File: config.mk
export PLATFORM = sky130hd
export DESIGN_NAME = uart_rx
export DESIGN_NICKNAME = d
export VERILOG_FILES = /design/src/rtl/uart_rx.sv
export SDC_FILE = /design/constraint.sdc
export NUM_CORES = 1
export LEC_CHECK = 0
export ABC_AREA = 0
export BUFFER_PORTS_ARGS = -buffer_cell sky130_fd_sc_hd__buf_2
export CORE_MARGIN = 10
export CORE_UTILIZATION = 31
export CTS_BUF_LIST = sky130_fd_sc_hd__clkbuf_8
export CTS_CLUSTER_SIZE = 14
export DETAILED_ROUTE_END_ITERATION = 12
export PLACE_DENSITY = 0.55
export SYNTH_ARGS = -nofsm -noshare
export SYNTH_HDL_FRONTEND = slang
export SYNTH_SLANG_ARGS = --single-unit
File: constraint.sdc
create_clock -name r_clk -period 2.3 [get_ports r_clk]
set_input_delay 0.115 -clock r_clk [delete_from_list [all_inputs] [get_ports r_clk]]
set_output_delay 0.115 -clock r_clk [all_outputs]
set_load 0.005 [all_outputs]
File: src/rtl/uart_rx.sv
// uart_rx -- UART receiver, 8N1 framing with optional even parity.
//
// Samples the asynchronous serial line through a 2-FF synchronizer. A start
// bit is accepted once it is still low half a bit-time after its falling edge.
// The data bits (LSB first), the optional parity bit and the stop bit are then
// sampled at their bit centres. A good frame updates UART_pckt and pulses
// pckt_vld for one cycle. A low stop bit or a parity mismatch discards the word
// and sets the sticky err_ack flag.
//
// Build option: define UART_RX_PARITY_EN to expect one even-parity bit between
// the last data bit and the stop bit.
//
// Ports:
//   r_clk       in   system clock, all logic on rising edge
//   r_rst       in   synchronous active-high reset
//   UART_Tx_IN  in   asynchronous serial line, idle high
//   err_ack     out  sticky frame/parity error flag, cleared by next good frame
//   UART_pckt   out  last good received word, LSB = first data bit
//   pckt_vld    out  one-cycle strobe when UART_pckt is updated
module uart_rx #(
    parameter int CLK_RATE    = 1_000_000,
    parameter int BAUD        = 62_500,
    parameter int WORD_LENGTH = 8
) (
    input  logic                   r_clk,
    input  logic                   r_rst,
    input  logic                   UART_Tx_IN,
    output logic                   err_ack,
    output logic [WORD_LENGTH-1:0] UART_pckt,
    output logic                   pckt_vld
);

    localparam int BAUD_DIV = CLK_RATE / BAUD;
    localparam int CNT_W    = $clog2(BAUD_DIV);
    localparam int DCNT_W   = (WORD_LENGTH > 1) ? $clog2(WORD_LENGTH) : 1;

    localparam logic [CNT_W-1:0]  HALF_LAST = CNT_W'(BAUD_DIV / 2 - 1);
    localparam logic [CNT_W-1:0]  FULL_LAST = CNT_W'(BAUD_DIV - 1);
    localparam logic [DCNT_W-1:0] BIT_LAST  = DCNT_W'(WORD_LENGTH - 1);

`ifdef UART_RX_PARITY_EN
    typedef enum logic [2:0] {IDLE, START, DATA, PARITY, STOP, WAIT_HI} state_t;
`else
    typedef enum logic [2:0] {IDLE, START, DATA, STOP, WAIT_HI} state_t;
`endif

    state_t                 state;
    logic                   sync1;
    logic                   rx_s;
    logic [CNT_W-1:0]       cnt;
    logic [DCNT_W-1:0]      bit_cnt;
    logic [WORD_LENGTH-1:0] shreg;
    logic                   par_err;

    always_ff @(posedge r_clk) begin
        if (r_rst) begin
            state     <= IDLE;
            sync1     <= 1'b1;
            rx_s      <= 1'b1;
            cnt       <= '0;
            bit_cnt   <= '0;
            shreg     <= '0;
            par_err   <= 1'b0;
            err_ack   <= 1'b0;
            UART_pckt <= '0;
            pckt_vld  <= 1'b0;
        end else begin
            sync1    <= UART_Tx_IN;
            rx_s     <= sync1;
            pckt_vld <= 1'b0;

            case (state)
                IDLE: begin
                    cnt     <= '0;
                    bit_cnt <= '0;
                    par_err <= 1'b0;
                    if (!rx_s) state <= START;
                end

                // Re-check the line half a bit after the falling edge so that
                // short low glitches fall back to IDLE.
                START: begin
                    if (cnt == HALF_LAST) begin
                        cnt   <= '0;
                        state <= rx_s ? IDLE : DATA;
                    end else begin
                        cnt <= cnt + CNT_W'(1);
                    end
                end

                DATA: begin
                    if (cnt == FULL_LAST) begin
                        cnt   <= '0;
                        shreg <= {rx_s, shreg[WORD_LENGTH-1:1]};
                        if (bit_cnt == BIT_LAST) begin
`ifdef UART_RX_PARITY_EN
                            state <= PARITY;
`else
                            state <= STOP;
`endif
                        end else begin
                            bit_cnt <= bit_cnt + DCNT_W'(1);
                        end
                    end else begin
                        cnt <= cnt + CNT_W'(1);
                    end
                end

`ifdef UART_RX_PARITY_EN
                // Even parity: the XOR of the data bits and the parity bit must be 0.
                PARITY: begin
                    if (cnt == FULL_LAST) begin
                        cnt     <= '0;
                        par_err <= (^shreg) ^ rx_s;
                        state   <= STOP;
                    end else begin
                        cnt <= cnt + CNT_W'(1);
                    end
                end
`endif

                STOP: begin
                    if (cnt == FULL_LAST) begin
                        cnt <= '0;
                        if (!rx_s) begin
                            // A low stop bit may be a break. Wait for the line
                            // to go high before arming for a new start bit.
                            err_ack <= 1'b1;
                            state   <= WAIT_HI;
                        end else if (par_err) begin
                            err_ack <= 1'b1;
                            state   <= IDLE;
                        end else begin
                            UART_pckt <= shreg;
                            pckt_vld  <= 1'b1;
                            err_ack   <= 1'b0;
                            state     <= IDLE;
                        end
                    end else begin
                        cnt <= cnt + CNT_W'(1);
                    end
                end

                WAIT_HI: begin
                    if (rx_s) state <= IDLE;
                end

                default: state <= IDLE;
            endcase
        end
    end

endmodule

After elaboration in Yosys (flattened, before gate mapping)

Index checks and enable logic that the tools add are counted.

Flip-flop bits (word level): 30
Latch bits: 0
RAM bits: 0
ROM bits: 0
Input port bits: 3
Output and inout port bits: 10
Word-level logic and storage cells: 54
Memories kept: 0

$add $sub $neg: 2
Multiply operators: 0
Div/mod/pow operators: 0
$lt $le $gt $ge: 0
Eq/ne operators: 14
Shift operators: 0
Mux-type cells: 16
Bitwise gates (word level): 3
Reduce and logical (&&, ||, !) cells: 10

Operator list:

| cell                                          | number |
|---|---|
| two-way mux 3 bit                             | 9 |
| case mux 3 bit (5 select lines)               | 1 |
| != test 2 bit, second input constant          | 7 |
| case mux 4 bit (3 select lines)               | 1 |
| two-way mux 4 bit                             | 2 |
| == test 3 x 2 -> 1 bit, second input constant | 2 |
| == test 3 bit, second input constant          | 2 |
| case mux 3 bit (2 select lines)               | 1 |
| AND reduction 3 bit                           | 2 |
| AND reduction 6 bit                           | 1 |
| adder 4 x 1 -> 4 bit, second input constant   | 1 |
| == test 4 x 3 -> 1 bit, second input constant | 1 |
| == test 4 bit, second input constant          | 1 |
| AND reduction 2 bit                           | 2 |
| OR reduction 4 bit                            | 1 |
| adder 3 x 1 -> 3 bit, second input constant   | 1 |
| == test 3 x 1 -> 1 bit, second input constant | 1 |
| zero test 3 bit                               | 1 |
| inverter 1 bit                                | 3 |
| nonzero test 3 bit                            | 1 |
| two-way mux 2 bit                             | 1 |
| nonzero test 2 bit                            | 1 |
| OR reduction 2 bit                            | 1 |
| two-way mux 1 bit                             | 1 |

Logic depth before layout (Yosys ltp)

Gate-level depths: netlist of the first run.

Depth after elaboration: 4
Gate-level depth with buffers: 5
Gate-level depth less buffers: 5

Least setup slack after synthesis of the first run

OpenSTA, ideal clock, no wires.

Path type: reg2reg
Start: register cnt[0]
End: register UART_pckt[0]
Setup time: 0.072 ns
Arrival: 1.308 ns
Required time: 2.228 ns
Setup slack: 0.920 ns
Stages on the path, launching flop included: 6
Path buffers: 1
Clock period less this slack: 1.380 ns
Path through: dfxtp_1 -> ha_1 -> and3_4 -> and4_1 -> buf_4 -> mux2i_1

Longest elaborated chain between the ends: 2

Ends and longest elaborated chain:

| what                          | RTL line | source |
|---|---|---|
| from (decl)                   | 50       | `logic [CNT_W-1:0] cnt;` |
| from (signal assigned)        | 87       | `cnt <= cnt + CNT_W'(1);` |
| from (signal assigned)        | 105      | `cnt <= cnt + CNT_W'(1);` |
| from (signal assigned)        | 140      | `cnt <= cnt + CNT_W'(1);` |
| == test 4 bit                 | 123      | `if (cnt == FULL_LAST) begin` |
| AND reduction 3 bit (no line) | --       |  |
| to (signal assigned)          | 134      | `UART_pckt <= shreg;` |
| to (decl)                     | 29       | `output logic [WORD_LENGTH-1:0] UART_pckt,` |

Every way passes these cells.
A chain may end at the register's enable or synchronous reset.

Worst setup path in the final report of the first run

Start: register cnt[0]
End: register UART_pckt[6]

Same word-level chain as after synthesis.

==> results.cfg, run 1 <==
[routing]
wl_per_cell_um = 13.09
first_pass_iters = 4
vias = 1099
drt-initial-drc-count = 137
drc = 0
viasPerCell = 5.209
drt_wl_total_um = 2763
postRouteAntennaNets = 0

[floorplanning]
die_y_um = 86.75
initial_core_util_pct = 31.94
num_rows = 24
num_io_pins = 13
die_area_um2 = 7526
core_um2 = 4324
die_w_um = 86.75

[yosys]
ys_seq_elements = 30
synth_top_area_cell = dfxtp_1
synth_cells = 151
yosysWarnings = 0
synth-adder-area-share_pct = 2.717
synth.distinct_cells = 34
synth_commonest_cells = dfxtp_1, nand2b_1, a21oi_1
synthSimpleGateAreaFrac_pct = 26.63
synth_area_leaders = dfxtp_1, nand2b_1, mux2i_1, a21oi_1, nand3_1
syn_nets = 157
synth_top_family_by_area = simple AND/OR/NAND/NOR gates
synth-compound-area-share_pct = 14.58
synth_top_area_share_pct = 43.48
synth_edf_count = 0
synthArstFlopShare_pct = 0
synth_most_common_cell = dfxtp_1
synthesis.area_um2 = 1381
postSynthAreaPerCell_um2 = 9.148
yosysSeqAreaShare_pct = 43.48
synth_xor_area_share_pct = 0
synthFlopType = dfxtp_1
synth_mux_area_share_pct = 6.522

[clock_tree]
cts.sinks = 30
cts_tree = done
cts_resized = 0
clockBufferDepth = 2
insertion_delay_ps = 280
cts_max_level = 2
cts-root-buf = clkbuf_8
postCtsSetupRepairBufs = 0
clkTransAtPathRegs_ps = 70
cts_hold_buf = 0
cts_made_buffers = 5

[finish]
nets = 164
layout-drive-gt1-share_pct = 15.09
num_antenna_cells = 0
stdcell_area_um2 = 1525
instances_no_fill = 211
syn2layout_area_growth_pct = 10.42

[power_and_ir_drop]
power.density_nw_per_um2 = 642.5
total_power_mw = 0.9800
ir_drop_mv = 0.1691
p_leak_nw = 0.5490

[global_route]
grt_max_degree = 42
grt_use_met1_pct = 9.170
antenna_found_initial = 0
grt_pass1_wl_um = 4836
grt_pass1_vias = 1054
grt_usage_pct = 8.064
grt_busiest_layer = met2
use_met3_pct = 3.659
grt_use_met2_pct = 12.01
overflow = 0

[timing]
tightest_slew_ps = 601.7
setup_tns_ps = 0
fmax_mhz = 540.1
slew_violations = 0
fin_crit_sh_pct = 80.50
finalSetupViolCount = 0
skew_ps = 6.437
finalHoldViolCount = 0
rsz0062_at_grt = no
fin_crit_ps = 1852
whs_ps = 19.91
relSlewSlack_pct = 59.89

[min_path]
min_delay_path_depth = 2
min_path_type = input port to register

[critical_path]
cp_max_fo = 12
crit_arrival_ps = 2060
start_kind = register
reg2reg_depth = 4
critPathKind = register to register
endpoint_kind = register
crit_required_ps = 2510

[placement]
place.gp.congestion = 0.8282
dpl-instance-area_um2 = 1434
io_buffers = 12
place_hpwl_um = 1871
dp.cells = 203

[job]
maxCapViolCount = 0

[status]
outcome = completed
[cell usage in the layout (no fill, tap or decap), types with 4 or more instances in the layout]
cell type,instances
o21ai_0,9
buf_2,12
a21oi_1,13
nand2b_1,17
clkbuf_8,6
nand2_1,6
dfxtp_1,30
o221ai_1,4
nand3_1,10
nor2_1,4
mux2i_1,9
[sequential cells by signal, summed over array words and instances (netlist names)]
signal     count
cnt            4
shreg          8
rx_s           1
sync1          1
bit_cnt        3
state          3
UART_pckt      8
err_ack        1
pckt_vld       1
[cells by family after synthesis]
kind of cell             after synthesis
AO/OA/AOI/OAI                         33
adder cells (fa/ha/maj)                3
buffers and inverters                 14
flip-flops                            30
multiplexers                           9
AND/OR/NAND/NOR                       62
[cell type report]
| type | instances | area [um2] |
|---|---|---|
| Fill cell | 446 | 2799 |
| Multi-Input combinational cell | 107 | 696.9 |
| Sequential cell | 30 | 600.6 |
| Clock buffer | 6 | 82.58 |
| Timing Repair Buffer | 13 | 67.56 |
| Tap cell | 52 | 65.06 |
| Clock inverter | 2 | 8.758 |
| Inverter | 1 | 3.754 |
[critical path: stages, from the launching register on]
cell and delay (ps):
dfxtp_1 370, ha_1 310, and3_4 310, and4_1 530, mux2i_1 250
[per-layer routing]
| metal | up-vias | routed length (um) |
|---|---|---|
| met5 | - | 0 |
| met4 | 0 | 87 |
| met3 | 8 | 105 |
| met2 | 13 | 1263 |
| met1 | 525 | 1308 |
| li1 | 553 | - |
[final timing paths]
kind	from	end	slack, ps
setup / recovery	cnt[0]	UART_pckt[6]	450
hold / removal	UART_Tx_IN	sync1	20
setup reg to reg	cnt[0]	UART_pckt[6]	450
hold reg to reg	sync1	rx_s	430
[through the flow]
stage,setup slack [ps],utilization [%]
3_3_place_gp,543.6,33.16
4_1_cts,424.3,35.27
5_1_grt,248.2,35.27
6_report,448.5,35.27
3_5_place_dp,439.1,33.16
2_1_floorplan,920.5,-
[power breakdown]
part	switching [mW]	internal, mW
clock network	0.196	0.236
registers	0.00280	0.522
logic	0.0134	0.00975
(Power assumes the default switching activity.)
==> run 2: changes to the inputs <==
ABC_AREA = 1   (was 0)
PLACE_DENSITY = 0.57   (was 0.55)
clock period = 1.6 ns   (was 2.3 ns; I/O delays follow)
==> results.cfg, run 2 <==
[critical_path]
cp_max_fo = 8
crit_required_ps = 1760
cpMostUsedCell = nand3_1
timing.critical_path.slowest_stage_cell = dfxtp_1
critPathKind = register to register
max_stage_delay_ps = 370
rrSetupSlack_ps = 120
rr_endpoint = UART_pckt[7]
crit_family = simple AND/OR/NAND/NOR gates
reg2reg_depth = 6
rr_startpoint = cnt[0]
crit_buf_inv = 0
crit_arrival_ps = 1640
path_cells = ha_1 > nand3_1 > nor2_2 > nand2_1 > nand3_1 > o21ai_0
endpoint_kind = register
start_kind = register

[routing]
first_pass_iters = 4
postRouteAntennaNets = 0
viasPerCell = 4.517
wl_per_cell_um = 10.49
vias = 1057
drt-initial-drc-count = 100
drt_wl_total_um = 2454
drc = 0

[yosys]
yosysSeqAreaShare_pct = 47.76
synthesis.area_um2 = 1257
synth_cells = 165
synthFlopType = dfxtp_1
synth_area_leaders = dfxtp_1, nand2_1, nand3_1, nor2_1, o21ai_0
synth_most_common_cell = nand2_1
yosysWarnings = 0
postSynthAreaPerCell_um2 = 7.621
synth.distinct_cells = 24
synth_top_area_cell = dfxtp_1
synthArstFlopShare_pct = 0
synth_commonest_cells = nand2_1, dfxtp_1, nor2_1
synth_top_area_share_pct = 47.76
syn_nets = 171
ys_seq_elements = 30
synth_edf_count = 0

[clock_tree]
clkTransAtPathRegs_ps = 60
postCtsSetupRepairBufs = 0
cts_max_level = 2
cts.sinks = 30
clockBufferDepth = 2
cts-root-buf = clkbuf_8
cts_tree = done
cts_made_buffers = 5
insertion_delay_ps = 280

[finish]
num_antenna_cells = 0
reg.largest.list = UART_pckt (8), shreg (8), cnt (4)
syn2layout_area_growth_pct = 16.52
multi_input_area_um2 = 556.8
instances_no_fill = 234
fin_util_pct = 36.89
layout-drive-gt1-share_pct = 17.93
layout_common_cells = nand2_1, dfxtp_1, nor2_1
ff_latch_area_um2 = 601.8
nets = 189
final_common_cell = nand2_1
fillers = 417

[placement]
place_hpwl_um = 1765
dp.cells = 225
io_buffers = 12
place.gp.congestion = 0.7957

[global_route]
grt_pass1_wl_um = 4367
grt_max_degree = 21
antenna_found_initial = 0
grt_usage_pct = 7.399
grt_pass1_vias = 995
overflow = 0

[floorplanning]
die_area_um2 = 7004
initial_core_util_pct = 31.66
core_um2 = 3971
die_w_um = 83.69
die_y_um = 83.69
num_io_pins = 13
num_rows = 23

[timing]
whs_ps = 104.1
tightest_slew_ps = 273.9
fin_crit_sh_pct = 92.42
finalHoldViolCount = 0
fmax_mhz = 676.3
relSlewSlack_pct = 81.69
skew_ps = 1.687
rsz0062_at_grt = no
fin_crit_ps = 1479
finalSetupViolCount = 0
slew_violations = 0
setup_tns_ps = 0

[power_and_ir_drop]
power.density_nw_per_um2 = 1241
ir_drop_mv = 0.6032
p_leak_nw = 0.6924
total_power_mw = 1.818

[min_path]
min_path_type = input port to register
min_delay_path_depth = 2
whs_endpoint = state[2]
hp-start = r_rst

[job]
maxCapViolCount = 0

[status]
outcome = completed
## run 2: cell count changes after synthesis, moves of 4 or more
cell	previous run	this run
mux2i_1	9	0
a21oi_1	13	9
o221ai_1	4	0
inv_1	1	14
nand2b_1	17	0
nand3_1	10	18
clkbuf_1	5	0
nand2_1	6	34
nor2_1	4	23
## run 2: per-layer routing
metal / global-route usage, % / share of wire (%) / vias up
met1: 8.688 / 51 / 459
met3: 2.246 / 4.7 / 7
li1: - / - / 565
met2: 11.01 / 41 / 26
met4: 5.479 / 3.1 / 0
met5: 0 / 0 / -
## run 2: what timing repair did
| item | 4_1_cts | 5_1_grt |
|---|---|---|
| hold buffers | 1 | 0 |
| hold endpoints to repair | 1 | 0 |
| resized for setup | 0 | 1 |
| endpoints found under the setup margin | 0 | 1 |
## run 2: cell families after synthesis
group	after synthesis	share of synthesized area [%]
buffers and inverters	21	7.960
XOR/XNOR	2	1.393
AND/OR/NAND/NOR	85	29.75
AO/OA/AOI/OAI	24	10.15
adder cells (fa/ha/maj)	3	2.985
flip-flops	30	47.76
## run 2: layout make-up
class / count / area share [%]
clock buffers: 6 / 5.636
multi-input cells: 114 / 38.00
well taps: 50 / 4.270
clock inverters: 2 / 0.5978
inverters: 16 / 4.099
repair buffers: 16 / 6.319
flip-flops and latches: 30 / 41.08
## run 2: worst register-to-register path: cells and delay by family (launching register included)
family / cells / cell delay [ps]
AOI/OAI and AO/OA: 1 / 80
DFF: 1 / 370
adders and majority gates: 1 / 210
and+or+nand+nor: 4 / 720
## run 2: power by group
group | internal [mW] | leakage, nW | switching, mW
registers | 0.790 | 0.243 | 0.0581
logic | 0.123 | 0.397 | 0.236
clock network | 0.340 | 0.0524 | 0.271
## run 2: per-stage QoR
stage	worst slack [ps]	instance area, um2
2_1_floorplan	335.7	1257
3_3_place_gp	154.7	1363
3_5_place_dp	120.7	1363
4_1_cts	119.0	1464
5_1_grt	1.996	1465
6_report	121.3	1465
## run 2: how the worst max path moves through the flow
stage | start | end | cells past startpoint
global placement | cnt[0] | UART_pckt[7] | 6
finish | cnt[0] | UART_pckt[7] | 6
floorplan | cnt[0] | cnt[0] | 8
detailed placement | cnt[0] | UART_pckt[7] | 6
CTS | cnt[0] | UART_pckt[7] | 6
global route | cnt[1] | UART_pckt[7] | 6
